### src/rtl/pipe_ctrl_pkg.sv
// rtl/pipe_ctrl_pkg.sv - shared stall encodings, exception codes and FSM states for pipe_ctrl
package pipe_ctrl_pkg;

  typedef enum logic [1:0] {
    ST_RUN     = 2'd0,
    ST_FLUSH   = 2'd1,
    ST_HOLDOFF = 2'd2
  } state_e;

  // Per-stage freeze masks: bit0 PC, bit1 IF, bit2 ID, bit3 EX, bit4 MEM, bit5 WB.
  // A stage stalls together with every stage upstream of it.
  localparam logic [5:0] STALL_NONE = 6'b000000;
  localparam logic [5:0] STALL_ID   = 6'b000111;
  localparam logic [5:0] STALL_EX   = 6'b001111;
  localparam logic [5:0] STALL_MEM  = 6'b011111;

  localparam logic [31:0] EXC_NONE = 32'h0000_0000;
  localparam logic [31:0] EXC_ERET = 32'h0000_000e;

  // The furthest-downstream requester wins, since its mask covers the others.
  function automatic logic [5:0] stall_encode(input logic id_req, input logic ex_req,
                                              input logic mem_req);
    logic [5:0] enc;
    enc = STALL_NONE;
    if (mem_req)     enc = STALL_MEM;
    else if (ex_req) enc = STALL_EX;
    else if (id_req) enc = STALL_ID;
    return enc;
  endfunction

endpackage

### src/rtl/pipe_stall_cnt.sv
// rtl/pipe_stall_cnt.sv - saturating stall-cycle counter with synchronous clear
module pipe_stall_cnt #(
  parameter int CNT_W = 32
) (
  input  logic             clk,
  input  logic             rst,
  input  logic             inc,
  input  logic             clr,
  output logic [CNT_W-1:0] cnt
);

  localparam logic [CNT_W-1:0] CNT_ONE = {{(CNT_W-1){1'b0}}, 1'b1};
  localparam logic [CNT_W-1:0] CNT_MAX = {CNT_W{1'b1}};

  logic [CNT_W-1:0] cnt_q, cnt_d;

  // Clear beats increment; increment stops once the counter reaches all-ones.
  always_comb begin
    cnt_d = cnt_q;
    if (clr) begin
      cnt_d = '0;
    end else if (inc && (cnt_q != CNT_MAX)) begin
      cnt_d = cnt_q + CNT_ONE;
    end
  end

  // Counter register, cleared by the asynchronous active-low reset.
  always_ff @(posedge clk or negedge rst) begin
    if (!rst) cnt_q <= '0;
    else      cnt_q <= cnt_d;
  end

  assign cnt = cnt_q;

endmodule

### src/rtl/pipe_ctrl.sv
// rtl/pipe_ctrl.sv - pipeline stall/flush controller with exception redirect
module pipe_ctrl
  import pipe_ctrl_pkg::*;
#(
  parameter logic [31:0] EXC_VECTOR = 32'h0000_0020,
  parameter int          CNT_W      = 32
) (
  input  logic             clk,
  input  logic             rst,
  input  logic             stallreq_from_id,
  input  logic             stallreq_from_ex,
  input  logic             stallreq_from_mem,
  input  logic [31:0]      excepttype_i,
  input  logic [31:0]      cp0_epc_i,
  input  logic             perf_clr,
  output logic [5:0]       stall,
  output logic             flush,
  output logic [31:0]      new_pc,
  output logic [CNT_W-1:0] perf_stall_cnt
);

  state_e      state_q, state_d;
  logic [31:0] new_pc_q, new_pc_d;
  logic [5:0]  stall_req;

  assign stall_req = stall_encode(stallreq_from_id, stallreq_from_ex, stallreq_from_mem);

  // Next state and redirect target. The target is computed at the capture
  // edge so that EPC is sampled exactly when the exception is accepted.
  // FLUSH and HOLDOFF both ignore new exceptions.
  always_comb begin
    state_d  = state_q;
    new_pc_d = new_pc_q;
    unique case (state_q)
      ST_RUN: begin
        if (excepttype_i != EXC_NONE) begin
          state_d  = ST_FLUSH;
          new_pc_d = (excepttype_i == EXC_ERET) ? cp0_epc_i : EXC_VECTOR;
        end
      end
      ST_FLUSH:   state_d = ST_HOLDOFF;
      ST_HOLDOFF: state_d = ST_RUN;
      default:    state_d = ST_RUN;
    endcase
  end

  // State and redirect-target registers.
  always_ff @(posedge clk or negedge rst) begin
    if (!rst) begin
      state_q  <= ST_RUN;
      new_pc_q <= 32'h0;
    end else begin
      state_q  <= state_d;
      new_pc_q <= new_pc_d;
    end
  end

  // Flush wipes every stage, so no stage may be frozen in that cycle; reset
  // also forces the freeze mask low since the requests are not yet trustworthy.
  always_comb begin
    flush = 1'b0;
    stall = STALL_NONE;
    if (!rst) begin
      flush = 1'b0;
      stall = STALL_NONE;
    end else if (state_q == ST_FLUSH) begin
      flush = 1'b1;
      stall = STALL_NONE;
    end else begin
      stall = stall_req;
    end
  end

  assign new_pc = new_pc_q;

  pipe_stall_cnt #(
    .CNT_W (CNT_W)
  ) u_stall_cnt (
    .clk (clk),
    .rst (rst),
    .inc (stall != STALL_NONE),
    .clr (perf_clr),
    .cnt (perf_stall_cnt)
  );

endmodule

### config.mk
export PLATFORM = sky130hd
export DESIGN_NAME = pipe_ctrl
export DESIGN_NICKNAME = d
export VERILOG_FILES = /design/src/rtl/pipe_ctrl_pkg.sv /design/src/rtl/pipe_stall_cnt.sv /design/src/rtl/pipe_ctrl.sv
export SDC_FILE = /design/constraint.sdc
export NUM_CORES = 1
export LEC_CHECK = 0
export BUFFER_PORTS_ARGS = -buffer_cell sky130_fd_sc_hd__buf_2
export CORE_MARGIN = 2
export CORE_UTILIZATION = 35
export CTS_CLUSTER_DIAMETER = 80
export DETAILED_ROUTE_END_ITERATION = 12
export SYNTH_ARGS = -nofsm -noshare
export SYNTH_HDL_FRONTEND = slang
export SYNTH_SLANG_ARGS = --single-unit
### constraint.sdc
create_clock -name clk -period 3.61 [get_ports clk]
set_clock_uncertainty 0.2 [all_clocks]
set_input_delay 0.722 -clock clk [delete_from_list [all_inputs] [get_ports clk]]
set_output_delay 0.722 -clock clk [all_outputs]
set_load 0.01 [all_outputs]
==> summary.md <==
| Metric | Value |
|---|---|
| Largest net degree at the start of global routing | 61 |
| Worst setup path startpoint | stallreq_from_mem |
| DRC | 0 |
| Worst-case clock buffer depth | 2 |
| Num rows | 35 |
| Status | finished, final reports clean |
| Initial antenna violation count | 0 |
| CTS buffer count | 9 |
| Slew HR | 43.1% |
| Startpoint types | input port |
| Drt first pass iters | 5 |
| Pwr dens | 337 mW/mm² |
| Core Footprint | 0.00920 mm² |
| DIE WIDTH | 101 µm |
| Crit end category | output pin |
| I/O Buffers | 139 |
| Clock latency on the worst-skew pair | 0.34 ns |
| # hold bufs at CTS | 0 |
| Post-CTS setup buffer count | 0 |
| Die ar. | 0.0102 mm² |
| Yosys warnings | 0 |
| Number of synthesized register bits | 66 |
| TNS Setup | 0 ns |
| Critical path endpoint | stall[1] |
| Placed Area | 0.00406 mm² |
| Dpl cells | 597 |
| Final GP Congestion | 0.793 |
| Post-Synthesis Cells | 365 |
| Fin util | 46.3% |
| Non-Filler Instances | 613 |
| CP max FO | 12 |
| Final Hold Violating Endpoints | 0 |
| Critical path class | input port to output pin |
| HPWL after detailed placement | 6.27 mm |
| Mapped cell area | 0.00329 mm² |
| Drt total wl | 8.78 mm |
| Synthesized area per cell | 9.01 µm² |
| Wirelength per Cell | 14.3 µm |
| Filler instances | 940 |
| Synth-to-layout area growth | 29.5% |
| Ant. Diodes | 0 |
| Share of layout cells above drive strength 1 | 35.1% |
| Die height | 101 µm |
| Post-synthesis sequential area ratio | 50.2% |
| # IOs | 141 |
| Worst r2r src | u_stall_cnt.cnt[0] |
| FF-to-FF setup slack | 1.07 ns |
| Final min period | 2.78 ns |
| HP Class | input port to async pin |
| Post-route ant nets | 0 |
| TritonCTS clock tree | done |
| Synth async-reset ratio | 100% |
| Max IR drop VDD | 0.000177 V |
| Final Power | 1.43 mW |
| Routed vias/inst | 5.16 |
| Top FF cell, synth | dfrtp_1 |
| Pleak | 2.05 nW |
| H-Tree Depth | 3 |
| RSZ-0062 raised after global routing | no |
| Actual slew at the worst max-slew pin | 0.852 ns |
| Reg2reg end | u_stall_cnt.cnt[24] |
| CP required | 2.69 ns |
| Number of global-route vias before repair | 2948 |
| Worst Reg2Reg Path Length in Cells | 6 |
| Max_cap viols | 0 |
| # setup viols final | 0 |
| GR Overflow Total | 0 |
| Arrival @ worst endpoint | 1.85 ns |
| Initial drt markers | 57 |
| Post-synth EDFFs | 0 |
| Syn Nets | 436 |
| Slew Viols, Final | 0 |
| Clk sinks | 66 |
| PostCTS Resize Cnt | 0 |
| Final period utilization | 76.9% |
| Global-route wire length before repair | 14.4 mm |
| Gr usage total | 17.6% |
| DR vias | 3163 |
| Total Nets Final | 568 |
| Initial Util | 35.8% |
| CTS root buf | clkbuf_8 |
| Worst-path clk slew | 0.07 ns |
| Max Fclk | 360 MHz |
| Final instance area | 0.00426 mm² |
| Synth cell types | 41 |
worst min path at each step:
stage	to	start	slack, ns	depth (start not counted)
5_1_grt	new_pc[2]	rst	0.04	1
3_5_place_dp	new_pc[19]	new_pc[19]	0.26	2
4_1_cts	new_pc[1]	rst	0.03	1
2_1_floorplan	new_pc[0]	rst	0.23	0
3_3_place_gp	new_pc[18]	new_pc[18]	0.26	2
6_report	new_pc[4]	rst	0.04	1
layout make-up:
type / instances / area [µm²] / share of cell area [%]
Clock inverter: 6 / 67.6 / 1.59
Multi-Input combinational cell: 272 / 1520 / 35.8
Inverter: 4 / 15.0 / 0.353
Sequential cell: 66 / 1650 / 38.8
Clock buffer: 10 / 128 / 3.00
Timing Repair Buffer: 144 / 733 / 17.2
Tap cell: 111 / 139 / 3.26
power by group:
| part | switching (mW) | leakage (nW) | internal, mW |
|---|---|---|---|
| clock network | 0.300 | 0.0925 | 0.320 |
| logic | 0.0390 | 1.05 | 0.0322 |
| registers | 0.00212 | 0.912 | 0.740 |
| total | 0.341 | 2.05 | 1.09 |
Yosys cell counts (all sizes together) (6+ instances only):
cell | instances | area [µm²]
nor2b | 6 | 37.5
nor4 | 9 | 56.3
o31ai | 14 | 105
buf | 10 | 68.8
a21oi | 24 | 120
dfrtp | 66 | 1650
nor3 | 6 | 41.3
nor2 | 11 | 41.3
or3 | 13 | 81.3
nand2 | 80 | 300
and3 | 10 | 63.8
or4 | 12 | 90.1
o21ai | 43 | 215
nand4 | 8 | 56.3
nand3 | 12 | 65.1
clkbuf | 13 | 48.8
kinds of logic (layout without fill, tap and decap cells):
| family | count (synthesis) | count (layout) | synth area share, % |
|---|---|---|---|
| other cells | 1 | 1 | 0.114 |
| xor+xnor | 1 | 1 | 0.266 |
| buf+inv | 27 | 164 | 4.03 |
| simple gates | 175 | 175 | 27.3 |
| fa+ha+maj | 1 | 1 | 0.380 |
| flops | 66 | 66 | 50.2 |
| compound gates | 89 | 89 | 16.0 |
| mux | 5 | 5 | 1.71 |
layout by cell type (no fill, tap or decap), types with 2 or more instances in the layout:
master / n
buf_2: 139
nand2_1: 80
dfrtp_1: 66
o21ai_0: 43
a21oi_1: 24
or3_1: 13
o31ai_1: 13
or4_1: 12
nor2_1: 11
nand3_1: 11
and3_1: 9
nor4_1: 9
clkbuf_8: 9
nand4_1: 7
nor2b_1: 6
mux2_2: 5
buf_4: 5
nor3_1: 4
inv_1: 3
nand2b_1: 2
and2_1: 2
o2111ai_1: 2
clkinvlp_4: 2
clkinv_4: 2
per-stage QoR:
stage | hold WS (ns) | worst slack [ns]
floorplan | 0.226 | 1.14
global placement | 0.260 | 0.751
detailed placement | 0.265 | 0.708
CTS | 0.0314 | 0.786
global route | 0.0405 | 0.720
finish | 0.0391 | 0.834
metal layers:
metal	wire (µm)	vias to the layer above	share of wire (%)	global-route usage (%)
li1	-	1572	-	-
met1	3960	1458	45	24.1
met2	4130	126	47	28.0
met3	614	7	7.0	4.16
met4	72	0	0.82	4.99
met5	0	-	0	0
worst max-delay path, cell delays in order:
cell	delay [ns]
buf_2	0.11
o311ai_2	0.58
inv_2	0.23
buf_2	0.20
state kept, by name (all words and copies together) (netlist names):
| signal | count |
|---|---|
| new_pc | 32 |
| state_q | 2 |
| u_stall_cnt.cnt | 32 |
Note: power is estimated with default switching activity, not from simulation.
